<file path="config.mk">
export PLATFORM = sky130hd
export DESIGN_NAME = alu_arbiter
export DESIGN_NICKNAME = d
export VERILOG_FILES = /design/src/rtl/alu_arbiter.sv
export SDC_FILE = /design/constraint.sdc
export NUM_CORES = 1
export LEC_CHECK = 0
export CAP_MARGIN = 15
export CORE_AREA = 2 2 116 118
export CTS_CLUSTER_DIAMETER = 150
export DETAILED_ROUTE_END_ITERATION = 12
export DIE_AREA = 0 0 118 120
export PLACE_DENSITY = 0.82
export SETUP_SLACK_MARGIN = 0.2
export SYNTH_ARGS = -nofsm -noshare
export SYNTH_HDL_FRONTEND = slang
export SYNTH_SLANG_ARGS = --single-unit
</file>
<file path="constraint.sdc">
create_clock -name clk -period 2.05 [get_ports clk]
set_input_delay 0.41 -clock clk [delete_from_list [all_inputs] [get_ports clk]]
set_output_delay 0.41 -clock clk [all_outputs]
set_load 0.02 [all_outputs]
</file>
<file path="src/rtl/alu_arbiter.sv">
// alu_arbiter -- arbitrates two requesters onto one shared combinational ALU
// and returns the result through a valid/ready response port.
//
// Ports
//   clk, rst_n                 clock, asynchronous active-low reset
//   rX_valid / rX_ready        request handshake for requester X (0 or 1)
//   rX_a, rX_b, rX_op          operands and ALU control code of requester X
//   alu_a, alu_b, alu_ctrl     operands / control driven to the shared ALU
//   alu_result, alu_overflow,
//   alu_carry, alu_zero,
//   alu_negative               combinational ALU outputs
//   rsp_valid / rsp_ready      response handshake
//   rsp_id                     index of the requester the response belongs to
//   rsp_result, rsp_flags      captured result, flags {overflow,carry,zero,negative}
//   rsp_err                    operation carried an illegal opcode
//
// Build option
//   ALU_ARB_RR_EN defined   : round-robin arbitration with a last_grant pointer
//   ALU_ARB_RR_EN undefined : fixed priority, requester 0 always wins
//
// state | meaning
// IDLE  | waiting for a request; ready offered to the granted requester
// EXEC  | latched operation driven on alu_a/alu_b/alu_ctrl, ALU settling
// RESP  | response held on rsp_* until rsp_ready
module alu_arbiter #(
    parameter int WIDTH = 32
) (
    input  logic             clk,
    input  logic             rst_n,
    input  logic             r0_valid,
    output logic             r0_ready,
    input  logic [WIDTH-1:0] r0_a,
    input  logic [WIDTH-1:0] r0_b,
    input  logic [2:0]       r0_op,
    input  logic             r1_valid,
    output logic             r1_ready,
    input  logic [WIDTH-1:0] r1_a,
    input  logic [WIDTH-1:0] r1_b,
    input  logic [2:0]       r1_op,
    output logic [WIDTH-1:0] alu_a,
    output logic [WIDTH-1:0] alu_b,
    output logic [2:0]       alu_ctrl,
    input  logic [WIDTH-1:0] alu_result,
    input  logic             alu_overflow,
    input  logic             alu_carry,
    input  logic             alu_zero,
    input  logic             alu_negative,
    output logic             rsp_valid,
    input  logic             rsp_ready,
    output logic             rsp_id,
    output logic [WIDTH-1:0] rsp_result,
    output logic [3:0]       rsp_flags,
    output logic             rsp_err
);

    typedef enum logic [1:0] {
        IDLE = 2'd0,
        EXEC = 2'd1,
        RESP = 2'd2
    } state_t;

    state_t           state;
    logic             grant_id;
    logic             any_valid;
    logic [WIDTH-1:0] sel_a;
    logic [WIDTH-1:0] sel_b;
    logic [2:0]       sel_op;
    logic             sel_legal;
    logic             pend_id;
    logic             pend_err;

`ifdef ALU_ARB_RR_EN
    logic last_grant;

    // On contention the requester that did not win last time goes next.
    always_comb begin
        if (r0_valid && r1_valid) begin
            grant_id = ~last_grant;
        end else begin
            grant_id = ~r0_valid;
        end
    end
`else
    // Requester 0 wins whenever it is valid.
    assign grant_id = ~r0_valid;
`endif

    assign any_valid = r0_valid | r1_valid;

    // rst_n gating keeps ready low while reset is held even though the
    // state register already reads IDLE.
    assign r0_ready = rst_n && (state == IDLE) && r0_valid && !grant_id;
    assign r1_ready = rst_n && (state == IDLE) && r1_valid &&  grant_id;

    assign sel_a  = grant_id ? r1_a  : r0_a;
    assign sel_b  = grant_id ? r1_b  : r0_b;
    assign sel_op = grant_id ? r1_op : r0_op;

    always_comb begin
        case (sel_op)
            3'b000, 3'b001, 3'b010, 3'b011, 3'b101: sel_legal = 1'b1;
            default:                                sel_legal = 1'b0;
        endcase
    end

    // alu_a/alu_b/alu_ctrl double as the operand latch: they load only on
    // accept, so they are steady through EXEC and keep their value after it.
    always_ff @(posedge clk or negedge rst_n) begin
        if (!rst_n) begin
            state      <= IDLE;
            alu_a      <= '0;
            alu_b      <= '0;
            alu_ctrl   <= 3'b000;
            pend_id    <= 1'b0;
            pend_err   <= 1'b0;
            rsp_valid  <= 1'b0;
            rsp_id     <= 1'b0;
            rsp_result <= '0;
            rsp_flags  <= 4'b0000;
            rsp_err    <= 1'b0;
`ifdef ALU_ARB_RR_EN
            last_grant <= 1'b1;
`endif
        end else begin
            case (state)
                IDLE: begin
                    if (any_valid) begin
                        state    <= EXEC;
                        pend_id  <= grant_id;
                        pend_err <= ~sel_legal;
                        if (sel_legal) begin
                            alu_a    <= sel_a;
                            alu_b    <= sel_b;
                            alu_ctrl <= sel_op;
                        end else begin
                            alu_a    <= '0;
                            alu_b    <= '0;
                            alu_ctrl <= 3'b000;
                        end
`ifdef ALU_ARB_RR_EN
                        last_grant <= grant_id;
`endif
                    end
                end
                EXEC: begin
                    state     <= RESP;
                    rsp_valid <= 1'b1;
                    rsp_id    <= pend_id;
                    rsp_err   <= pend_err;
                    // Illegal ops still ran an add of zeros; hide its flags.
                    if (pend_err) begin
                        rsp_result <= '0;
                        rsp_flags  <= 4'b0000;
                    end else begin
                        rsp_result <= alu_result;
                        rsp_flags  <= {alu_overflow, alu_carry, alu_zero, alu_negative};
                    end
                end
                RESP: begin
                    if (rsp_ready) begin
                        state     <= IDLE;
                        rsp_valid <= 1'b0;
                    end
                end
                default: begin
                    state <= IDLE;
                end
            endcase
        end
    end

endmodule

</file>
==> results of run 1 <==
[logic make-up (layout without fill, tap and decap cells)]
family                 after synthesis  in the layout  synth area share
and+or+nand+nor                     87             87            0.0837
AOI/OAI and AO/OA                  176            176             0.215
DFF                                110            110             0.509
muxes                               69             69             0.129
buffers and inverters               52            317            0.0643
[power breakdown]
group	switching, W	leakage (nW)	internal [W]	total (W)
registers	0.000588	1.40	0.00309	0.00368
logic	0.00302	2.09	0.00272	0.00574
clock network	0.000734	0.149	0.00101	0.00174
[sequential cells by signal (all words and copies together), names as in the netlist]
name and flops:
alu_ctrl 3, rsp_valid 1, rsp_flags 4, pend_err 1, rsp_id 1, pend_id 1
rsp_err 1, alu_a 32, state 2, alu_b 32, rsp_result 32
[cell usage in the layout, fill, tap and decap left out]
cell type / instances
clkdlybuf4s50_1: 277
dfrtp_1: 109
mux2i_1: 65
o21ai_0: 62
o31ai_1: 54
nand2_1: 40
nand2b_1: 36
o21ai_1: 31
buf_4: 12
o21ai_2: 11
o31ai_2: 11
clkbuf_16: 9
buf_12: 6
inv_1: 4
mux2_2: 4
a21oi_1: 3
nor2_4: 2
nor2b_2: 2
nor2_1: 2
clkbuf_8: 2
and3_1: 1
and4b_1: 1
o32ai_4: 1
o21ai_4: 1
or2_2: 1
o32ai_1: 1
nand2b_2: 1
nor2b_1: 1
a32oi_1: 1
clkinv_4: 1
clkinv_2: 1
bufinv_16: 1
clkbuf_1: 1
dlygate4sd2_1: 1
clkbuf_2: 1
buf_2: 1
dfrtp_2: 1
[area by class of cell]
| cell class | count | area (um2) | share of cell area |
|---|---|---|---|
| Clock buffer | 12 | 256 | 0.0297 |
| Clock inverter | 3 | 43.8 | 0.00508 |
| Inverter | 4 | 15.0 | 0.00174 |
| Multi-Input combinational cell | 332 | 2340 | 0.271 |
| Sequential cell | 110 | 2750 | 0.319 |
| Tap cell | 176 | 220 | 0.0255 |
| Timing Repair Buffer | 298 | 3000 | 0.348 |
[worst max-delay path by stage]
| stage | endpoint | slack, ps | depth (start not counted) |
|---|---|---|---|
| CTS | r1_ready | 200 | 3 |
| floorplan | r1_ready | 570 | 3 |
| global route | alu_b[30] | 210 | 4 |
| global placement | r1_ready | -170 | 3 |
| finish | alu_a[10] | 290 | 1 |
| detailed placement | r1_ready | -190 | 3 |
[what timing repair did]
| action | in CTS | in global routing |
|---|---|---|
| pin swaps | 1 | 0 |
| endpoints found under the setup margin | 2 | 3 |
| buffers inserted | 1 | 0 |
| resized for setup | 6 | 3 |
[routing by layer]
metal,routed length [um],GRT usage
met3,1300,0.0623
met5,0,0
met1,6440,0.274
met4,291,0.0738
met2,7980,0.402
[through the flow]
stage | worst slack (ps) | std cells | TNS (ps) | util
after CTS | 204 | 935 | 0 | 0.666
after detailed placement | -187 | 919 | -187 | 0.642
final | 291 | 935 | 0 | 0.665
after global placement | -170 | 919 | -170 | 0.642
after global routing | 206 | 935 | 0 | 0.665
after floorplan | 574 | 494 | 0 | -
==> summary.txt, run 1 <==
Detailed routing
  • DRT Wirelength: 16000 um
  • DR iter-0 viols: 245
  • Wirelength per Cell: between 15 and 20 um
  • Drt pass-1 iters: 5
  • DR vias/cell: 5.16
  • DR vias: ~4800
  • DRC Markers: 0
  • Final antenna-violating net count: 0

Clock tree
  • CTS root buf: clkbuf_16
  • Sink Count: 110
  • Cts bufs inserted: 9
  • H-tree depth: 3
  • Clk slew on worst S/H paths: about 70 ps
  • Clock buffer depth: 2
  • Worst skew pair latency: roughly 340 ps
  • CTS tree: built
  • Hold_buf cts: 0

Synth
  • Fraction of registers with async set/reset: 1.00
  • Yosys top cell area share: 0.509
  • Synthesized Nets: between 600 and 700
  • Commonest cells post-synth: 110 x dfrtp_1, 65 x mux2i_1, 62 x o21ai_0, 54 x o31ai_1, 40 x nand2_1
  • Synth area leaders: dfrtp_1 51%, mux2i_1 12%, o31ai_1 7.5%
  • Cell Area, Synth: 5410 um2
  • Most used DFF post-synth: dfrtp_1
  • Most numerous cell in the Yosys netlist: dfrtp_1
  • Yosys reg bits: between 100 and 150
  • Synth Warn #: 0
  • EDFF count, synth: 0
  • Mapped Cells: between 400 and 500
  • Synth cell types: 28
  • Dominant cell type by area after synthesis: dfrtp_1
  • Mean Syn Cell Area: between 10 and 15 um2
  • Seq/Total Area, Yosys: 0.509

Timing
  • Crit path time final: ~1800 ps
  • Tcrit/Tclk final: 0.858
  • Fmax: 569 MHz
  • Unrepaired setup endpoints after global routing: no
  • Final Skew: between 10 and 15 ps
  • Final hold vios: 0
  • Final Setup Violations: 0
  • Relative slew margins: 0.358
  • Slew of the pin with the lowest slew margin: 963 ps
  • Final count of pins violating max slew: 0
  • Hold slack: around 200 ps

Run status
  • Status: finished, final reports clean

Power
  • Peak supply drop: 729 uV
  • Pwr dens: around 1300 nW/um2
  • Leak Pwr: 3.64 nW
  • Tot Pwr: around 0.011 W

Critical path
  • Arrival time worst endpoint: between 1000 and 1500 ps
  • Critical path startpoint category: flop
  • Cells on worst reg2reg path: 4
  • CP Capture Type: output port
  • Delay-heaviest family, CP: buffers and inverters
  • Slowest cell on crit path: clkdlybuf4s50_1
  • Critical Path Source: alu_a[10]
  • Reg2reg end: alu_a[11]
  • Crit-path max FO: 2
  • Crit-path max cell delay: between 600 and 700 ps
  • Reg-to-reg startpoint: state[1]
  • Req. time, crit path: roughly 1600 ps
  • Cell breakdown of the critical path: clkdlybuf4s50_1
  • Setup slack, reg-to-reg: around 350 ps
  • WP buf/inv: 1
  • Setup CP Type: reg2out

Placed design
  • HPWL after DPL: roughly 12000 um
  • Cell Area, Placed: 8330 um2
  • RePlAce Congestion: about 0.86
  • Port buffer count: ~280

Floorplan
  • Top Ports: 283
  • Core box area: between 10000 and 15000 um2
  • Initial Util: 0.417
  • Row count: 42
  • Die W: 118 um
  • Die Ht: 120 um
  • DIE AREA: ~14000 um2

Job
  • Max_cap viols: 0

Cells and area
  • # nets final: slightly above 900
  • Area Overhead vs Synth: 59.4%
  • Fin area: ~8600 um2
  • Ant. Diodes: 0
  • Layout cells sized above 1: 0.0909
  • FILL cells: slightly below 1000

Global route
  • Initial antenna violation count: 0
  • First-pass GRT wire length: 25700 um
  • Largest net degree at the start of global routing: between 70 and 80
  • Number of global-route vias before repair: between 5000 and 6000
  • Remaining Overflow, GRT: 0
  • GRT Overall Usage: 0.229

Worst hold path
  • Worst min path class: in2async
Note: power is estimated with default switching activity, not from simulation.
==> run 2, diff against run 1 <==
- ABC_CLOCK_PERIOD_IN_PS: unset -> 2050
- GPL_ROUTABILITY_DRIVEN: unset -> 0
- REMOVE_ABC_BUFFERS: unset -> 1
==> run 2 against run 1 <==
Sequential power is essentially flat. Highest routed layer unchanged. Clock-buffer cell count shrank 2. Clock power is essentially flat. Worst hold slack lost 72 ps. Fmax shrank 1.9%. Die area is the same. Global-route usage grew 0.99 points.
==> summary.txt, run 2 (synthesis gave the netlist of run 1 again) <==
Global route
  • First-pass GRT wire length: approximately 27000 um
  • Largest net degree at the start of global routing: 67
  • GRT Overall Usage: 0.239
  • Number of global-route vias before repair: 5044
  • Remaining Overflow, GRT: 0
  • Initial antenna violation count: 0

Worst hold path
  • Worst min path class: in2async

Cells and area
  • Top Registers: alu_a (32), alu_b (32), rsp_result (32)
  • Final core occ: 0.669
  • Commonest cells after routing, fill and taps aside: 276 x clkdlybuf4s50_1, 109 x dfrtp_1, 65 x mux2i_1, 62 x o21ai_0, 54 x o31ai_1
  • Layout cells sized above 1: 0.0945
  • Commonest non-fill, non-tap cell in the layout: clkdlybuf4s50_1
  • Non-filler instance count after layout: roughly 940
  • # nets final: ~930
  • FILL cells: 955
  • Area Overhead vs Synth: 60.4%
  • Fin area: 8680 um2
  • Ant. Diodes: 0

Power
  • Peak supply drop: roughly 480 uV
  • Logic pwr share: 0.520
  • Sequential Power Share: 0.326
  • Switching Share: 0.396
  • Pwr dens: about 1300 nW/um2
  • Leak Pwr: around 3.7 nW
  • P_sw: around 0.0045 W
  • Share of total power in the clock network: 0.155
  • Int Pwr: around 0.007 W

Clock tree
  • Clk slew on worst S/H paths: ~70 ps
  • CTS root buf: clkbuf_16
  • CTS tree: built
  • Cts bufs inserted: 9
  • Sink Count: 110
  • Clock buffer depth: 2
  • Worst skew pair latency: between 300 and 400 ps
  • H-tree depth: 3

Detailed routing
  • Final antenna-violating net count: 0
  • DR vias/cell: 5.30
  • DR iter-0 viols: approximately 240
  • DRC Markers: 0
  • DRT Wirelength: between 15000 and 20000 um
  • Drt pass-1 iters: 4
  • Wirelength per Cell: ~18 um
  • DR vias: 4968

Timing
  • Crit path time final: between 1500 and 2000 ps
  • Slew of the pin with the lowest slew margin: 928 ps
  • Final hold vios: 0
  • Fmax: between 500 and 600 MHz
  • Tcrit/Tclk final: 0.875
  • Final Skew: between 4 and 5 ps
  • Unrepaired setup endpoints after global routing: yes
  • Final Setup Violations: 0
  • Relative slew margins: 0.381
  • Final count of pins violating max slew: 0

Critical path
  • Crit-path max FO: 5
  • Critical path startpoint category: flop
  • Req. time, crit path: around 1600 ps
  • Arrival time worst endpoint: approximately 1400 ps
  • Cells on worst reg2reg path: 5
  • CP Capture Type: output port
  • Setup CP Type: reg2out

Floorplan
  • Core box area: about 13000 um2
  • Initial Util: 0.417
  • Top Ports: 283
  • Die W: about 120 um
  • Die Ht: approximately 120 um
  • DIE AREA: ~14000 um2
  • Row count: 42

Placed design
  • Cell Area, Placed: between 8000 and 9000 um2
  • Port buffer count: roughly 280
  • Dpl cells: between 900 and 1000
  • HPWL after DPL: around 13000 um

Job
  • Max_cap viols: 0

Run status
  • Status: finished, final reports clean
[run 2: cell types whose count changed in the layout (fill, tap and decap cells not counted), moves of 2 or more]
| cell | delta |
|---|---|
| clkinvlp_4 | +3 |
| clkbuf_8 | -2 |
| dlymetal6s2s_1 | +2 |
| clkdlybuf4s15_2 | +2 |
| buf_12 | +2 |
[run 2: worst max-delay path, cell delays in order (launching register included)]
cell and delay [ps]:
dfrtp_1 450, nor2_4 130, and4b_1 200, clkdlybuf4s15_2 260
[run 2: through the flow]
stage	hold WS [ps]	setup slack [ps]	TNS, ps	total power, W
finish	124	257	0	0.0113
global route	158	191	0	0.0119
CTS	137	219	0	0.0113
detailed placement	470	-67.9	-67.9	0.00956
global placement	463	-72.1	-72.1	0.00938
floorplan	114	-1200	-78360	0.00647
[run 2: layout make-up]
type | instances | area, um2 | area share
tap | 176 | 220 | 0.0254
sequential | 110 | 2750 | 0.317
timing repair buffer | 300 | 3060 | 0.353
inverter | 4 | 15.0 | 0.00173
multi-input combinational | 332 | 2340 | 0.269
clock inverter | 6 | 62.6 | 0.00721
clock buffer | 10 | 229 | 0.0264
[run 2: metal layers]
layer	track usage	wire, um	up-vias
li1	-	-	2301
met1	0.279	6840	2412
met2	0.431	8580	237
met3	0.0703	1410	18
met4	0.0625	199	0
met5	0	0	-
[run 2: repair_timing]
action | 4_1_cts | 5_1_grt
setup buffers | 1 | 2
endpoints found under the setup margin | 2 | 4
pin swaps | 1 | 0
resized for setup | 7 | 2
hold buffers | 0 | 0
cloned | 0 | 0
[run 2: worst paths after layout]
check	start	endpoint	slack [ps]
worst max-delay path	state[1]	r1_ready	260
worst min-delay path	rst_n	rsp_result[12]	120
worst max register to register	state[0]	alu_b[27]	450
worst min register to register	rsp_result[15]	rsp_result[15]	480
max in group asynchronous	rst_n	state[0]	870
min in group clk	rsp_result[15]	rsp_result[15]	480
[run 2: power groups by stage]
| stage | sequential [W] | clock (W) | combinational (W) |
|---|---|---|---|
| floorplan | 0.00470 | 0 | 0.00176 |
| global placement | 0.00365 | 0 | 0.00573 |
| detailed placement | 0.00372 | 0 | 0.00584 |
| CTS | 0.00369 | 0.00178 | 0.00588 |
| global route | 0.00380 | 0.00185 | 0.00627 |
| finish | 0.00368 | 0.00174 | 0.00586 |
==> run 3, diff against run 2 <==
- ABC_CLOCK_PERIOD_IN_PS: 2050 -> 2300
- clock period: 2.05 -> 2.3 ns (I/O delays scaled with it)
==> run 3 against run 2 <==
Setup slack better by 110 ps. Clock power down 3%. Flip-flop and latch count unchanged. Critical path depth unchanged. Combinational power down 11%. Clock-buffer cell count unchanged. Critical endpoint unchanged. Register-to-register slack better by 70 ps. Critical path type unchanged. Die area unchanged. Total power down 9.9%. Cell count down 0.32%. Worst hold slack better by 190 ps.
==> summary.txt, run 3 (synthesis gave the netlist of run 1 again) <==
Critical path
  • CP Capture Type: output port
  • Slowest cell on crit path: dfrtp_1
  • Arrival time worst endpoint: 1480 ps
  • Critical path startpoint category: flop
  • Crit-path max cell delay: ~460 ps
  • Req. time, crit path: roughly 1800 ps
  • Crit-path max FO: 6
  • Cell breakdown of the critical path: nor2_4 > and4b_1 > dlygate4sd2_1
  • Setup CP Type: reg2out

Timing
  • Unrepaired setup endpoints after global routing: no
  • Final Skew: around 4 ps
  • Tcrit/Tclk final: 0.842
  • Final hold vios: 0
  • Slew of the pin with the lowest slew margin: roughly 1000 ps
  • Final Setup Violations: 0
  • Fmax: ~520 MHz
  • Setup TNS: 0 ps
  • Final count of pins violating max slew: 0
  • Crit path time final: between 1500 and 2000 ps
  • Relative slew margins: 0.332

Detailed routing
  • Final antenna-violating net count: 0
  • DR vias/cell: between 5 and 6
  • DRC Markers: 0
  • DRT Wirelength: about 17000 um
  • DR vias: 4970
  • Drt pass-1 iters: 5
  • DR iter-0 viols: about 290
  • Wirelength per Cell: 18.2 um

Cells and area
  • Non-filler instance count after layout: roughly 940
  • FILL cells: about 1000
  • Multi-input gate area: approximately 2300 um2
  • Top Registers: alu_a (32), alu_b (32), rsp_result (32)
  • Commonest cells after routing, fill and taps aside: 278 x clkdlybuf4s50_1, 110 x dfrtp_1, 65 x mux2i_1, 62 x o21ai_0, 54 x o31ai_1
  • Ant. Diodes: 0
  • Seq. cell area: around 2800 um2
  • Layout cells sized above 1: 0.0870
  • Area Overhead vs Synth: 59.8%
  • # nets final: 930
  • Final core occ: 0.666
  • Commonest non-fill, non-tap cell in the layout: clkdlybuf4s50_1

Placed design
  • HPWL after DPL: between 10000 and 15000 um
  • Dpl cells: between 900 and 1000
  • Port buffer count: around 280

Power
  • Pwr dens: roughly 1200 nW/um2
  • P_sw: 0.00399 W
  • Int Pwr: ~0.006 W
  • Logic pwr share: 0.512
  • Sequential Power Share: 0.322
  • Peak supply drop: 568 uV
  • Switching Share: 0.392
  • Leak Pwr: ~3.7 nW
  • Share of total power in the clock network: 0.166

Floorplan
  • Initial Util: 0.417
  • Die W: ~120 um
  • Top Ports: about 280
  • Row count: 42
  • DIE AREA: 14200 um2
  • Die Ht: around 120 um
  • Core box area: roughly 13000 um2

Run status
  • Status: finished, final reports clean

Global route
  • Initial antenna violation count: 1
  • Remaining Overflow, GRT: 0
  • First-pass GRT wire length: around 27000 um
  • GRT Overall Usage: 0.238
  • Largest net degree at the start of global routing: between 60 and 70
  • Number of global-route vias before repair: ~5100

Clock tree
  • Clock buffer depth: 2
  • H-tree depth: 3
  • Worst skew pair latency: about 340 ps
  • CTS root buf: clkbuf_16
  • Sink Count: 110
  • CTS tree: built
  • Clk slew on worst S/H paths: 70 ps
  • Cts bufs inserted: 9

Job
  • Max_cap viols: 0

Worst hold path
  • Worst min path class: in2async
run 3: power groups by stage:
stage                     Combinational, W  Clock [W]  Sequential, W
after floorplan                    0.00157          0        0.00419
after CTS                          0.00522    0.00172        0.00327
final                              0.00520    0.00168        0.00327
after global placement             0.00508          0        0.00326
after global routing               0.00556    0.00179        0.00337
after detailed placement           0.00521          0        0.00330
run 3: per-stage QoR:
stage	hold WS (ps)	instance area, um2	worst slack (ps)	power (W)
after global routing	377	8650	264	0.0107
final	317	8650	364	0.0102
after detailed placement	308	8310	74.4	0.00851
after global placement	307	8310	74.7	0.00834
after floorplan	164	5080	-998	0.00576
after CTS	334	8640	280	0.0102
run 3: final cells by class:
type,instances,share of cell area
well taps,176,0.0255
inverters,4,0.00174
repair buffers,298,0.347
multi-input cells,332,0.270
flip-flops and latches,110,0.318
clock buffers,10,0.0276
clock inverters,5,0.00955
run 3: worst paths after layout:
path                              start            end  slack [ps]  cells past startpoint
max in group asynchronous         rst_n       alu_b[7]         930                      3
setup reg to reg               state[1]      alu_a[17]         520                      4
hold reg to reg            rsp_flags[1]   rsp_flags[1]         490                      2
setup / recovery               state[0]       r1_ready         360                      3
hold / removal                    rst_n  rsp_result[6]         320                      2
min in group clk           rsp_flags[1]   rsp_flags[1]         490                      2
run 3: per-layer routing:
metal | vias to the layer above | wire, um | GRT usage
met1 | 2402 | 6860 | 0.278
met4 | 2 | 332 | 0.0776
met5 | - | 16 | 0
met3 | 26 | 1420 | 0.0746
met2 | 236 | 8410 | 0.416
li1 | 2304 | - | -
run 3: what timing repair did:
action	CTS	global route
buffers inserted	0	1
pin swaps	0	1
endpoints found under the hold margin	9	0
setup endpoints to repair	2	1
gates resized for setup	2	0
hold buffers	1	0
run 3: critical path, delay by kind of cell, from the launching register on:
kind          cells  cell delay (ps)
buf+inv           1              330
simple gates      2              350
flops             1              460
==> RTL change, RTL diff (flow settings as in run 3) <==
Add a define of `ALU_ARB_RR_EN`.
--- a/src/rtl/alu_arbiter.sv
+++ b/src/rtl/alu_arbiter.sv
@@ -23,4 +23,6 @@
 // EXEC  | latched operation driven on alu_a/alu_b/alu_ctrl, ALU settling
 // RESP  | response held on rsp_* until rsp_ready
+`define ALU_ARB_RR_EN
+
 module alu_arbiter #(
     parameter int WIDTH = 32
Behaviour: not the same (a bounded check fails within 4 cycles, from zero or initial values and one cycle with rst_n low).
==> RTL change against run 3 <==
Routed wire length fell by 2.7%. Count of clock-buffer cells in the layout grew 2. Synthesized area decreased by 4.7%. Sequential power increased by 8.0%. Cell count rose by 7.8%. Sequential cell count increased by 1. Power up 12%. Setup slack worse by 170 ps. Core utilization fell by 1.4 points. Final area is 2.1% lower. Critical path type is now in -> out.
==> RTL change: results (changes against run 3) <==
clk cell area share = 3.43% (was 3.72%)
Crit path largest cell delay = 490 ps (was 460 ps)
# nets final = 1003 (was 930)
crit path launch = r1_valid (was state[0]$_DFFE_PN0P_)
slowest CP cell = clkdlybuf4s50_1 (was dfrtp_1)
post-place setup slack = -94.0 ps (was 74.4 ps)
status = completed (unchanged)
post-CTS sizing = 4 (was 2)
clock buffers = 12 (was 10)
critical path data arrival time = 1650 ps (was 1480 ps)
number of fill cells in the layout = 1010 (was 988)
Post-CTS Setup Inserts = 0 (unchanged)
Synth warnings = 0 (unchanged)
fraction of layout instances using a drive strength above 1 = 6.25% (was 8.70%)
fraction of area in registers = 32.8% (was 31.8%)
crit path max fanout = 3 (was 6)
number of multi-input logic gates = 401 (was 332)
Worst Tran Pin Value = 971 ps (was 1000 ps)
Crit Reg-Reg Startpoint = last_grant$_DFFE_PN1P_ (was state[1]$_DFFE_PN0P_)
flops & latches, synth = 111 (was 110)
buffering overhead = 35.9% (was 34.7%)
PortBufs = 282 (unchanged)
tap cells = 176 (unchanged)
Non-clk invs = 5 (was 4)
first-pass GRT wire length = 27000 um (was 26600 um)
Root Buffer = clkbuf_16 (unchanged)
number of global-route vias before repair = 5207 (was 5064)
clock buffer count from CTS = 9 (unchanged)
P_leak = 3.51 nW (was 3.66 nW)
Clk Latency, worst-skew pair = 350 ps
initial antenna violation count = 0 (was 1)
first drt pass iteration count = 4 (was 5)
clk buf depth = 2 (unchanged)
synth unique cells = 30 (was 28)
Non-CTS buffers = 300 (was 298)
reg-to-reg setup timing slack = 440 ps (was 520 ps)
register area share after synthesis = 53.9% (was 50.9%)
Worst VDD drop = 0.562 mV (was 0.568 mV)
post-DP HPWL = 12100 um (was 12800 um)
First DRT Iteration DRCs = 363 (was 288)
Setup Skew = 4.72 ps (was 3.99 ps)
Post-DP Area = 8180 um2 (was 8310 um2)
reg-to-reg endpoint = alu_a[2]$_DFFE_PN0P_ (was alu_a[17]$_DFFE_PN0P_)
Total Routing Usage GR = 23.8% (about the same)
multi-input combinational area share = 25.0% (was 27.0%)
hold_ws = 254 ps (was 317 ps)
worst min path class = in -> async (unchanged)
via count = 5142 (was 4970)
Area contributors post-synth = dfrtp_1 (53%), a211oi_1 (7.9%), nand2_1 (7.5%), a21oi_1 (6.6%), nor2_1 (5.2%) (was dfrtp_1 (51%), mux2i_1 (12%), o31ai_1 (7.5%), o21ai_0 (5.7%), nand2b_1 (4.3%))
synth cell count leaders = dfrtp_1 (110), nand2_1 (103), nor2_1 (71) (was dfrtp_1 (110), mux2i_1 (65), o21ai_0 (62))
DRC = 0 (unchanged)
largest net degree at the start of global routing = 70 (was 67)
drt total wl = 16600 um (was 17000 um)
Reg2Reg Depth = 5 (was 4)
RTL change: cell types whose count changed after synthesis, sizes merged, moves of 63 or more:
cell / before / now
nor2: 4 / 71
o21ai: 105 / 38
a21oi: 3 / 69
mux2i: 65 / 0
o31ai: 65 / 0
a211oi: 0 / 64
nand2: 40 / 103
RTL change: critical path: cells and delay by family:
| kind | cells | cell delay [ps] |
|---|---|---|
| buf+inv | 2 | 790 |
| simple gates | 3 | 380 |
RTL change: cells by family after synthesis:
| logic type | count (synthesis) | synth area share [%] |
|---|---|---|
| simple gates | 221 | 18.4 |
| compound gates | 178 | 21.8 |
| flops | 111 | 53.9 |
| buf+inv | 54 | 5.48 |
| mux | 2 | 0.437 |
RTL change: how the worst max path moves through the flow:
stage                       endpoint  slack (ps)  cells past startpoint
5_1_grt                     r1_ready         130                      5
4_1_cts                     r1_ready         180                      5
3_3_place_gp                r1_ready         -70                      5
6_report                    r1_ready         190                      5
3_5_place_dp                r1_ready         -90                      5
2_1_floorplan  alu_b[11]$_DFFE_PN0P_        -890                      4
RTL change: routing by layer:
layer,share of wire [%],vias to the layer above,wire length (um),GRT usage (%)
met4,1.8,0,292,7.76
met3,8.0,19,1320,7.32
met2,50,211,8340,41.4
met5,0,-,0,0
li1,-,2443,-,-
met1,40,2469,6620,28.0
RTL change: metrics by stage:
stage | std cells | util [%]
after floorplan | 517 | -
after global placement | 993 | 63.0
after detailed placement | 993 | 63.0
after CTS | 1008 | 65.2
after global routing | 1008 | 65.2
final | 1008 | 65.2
RTL change: report_power, final:
part	switching [W]	internal (W)	leakage, nW
clock	0.000686	0.000870	0.143
combinational	0.00334	0.00297	2.02
sequential	0.000593	0.00294	1.34
total	0.00462	0.00678	3.51
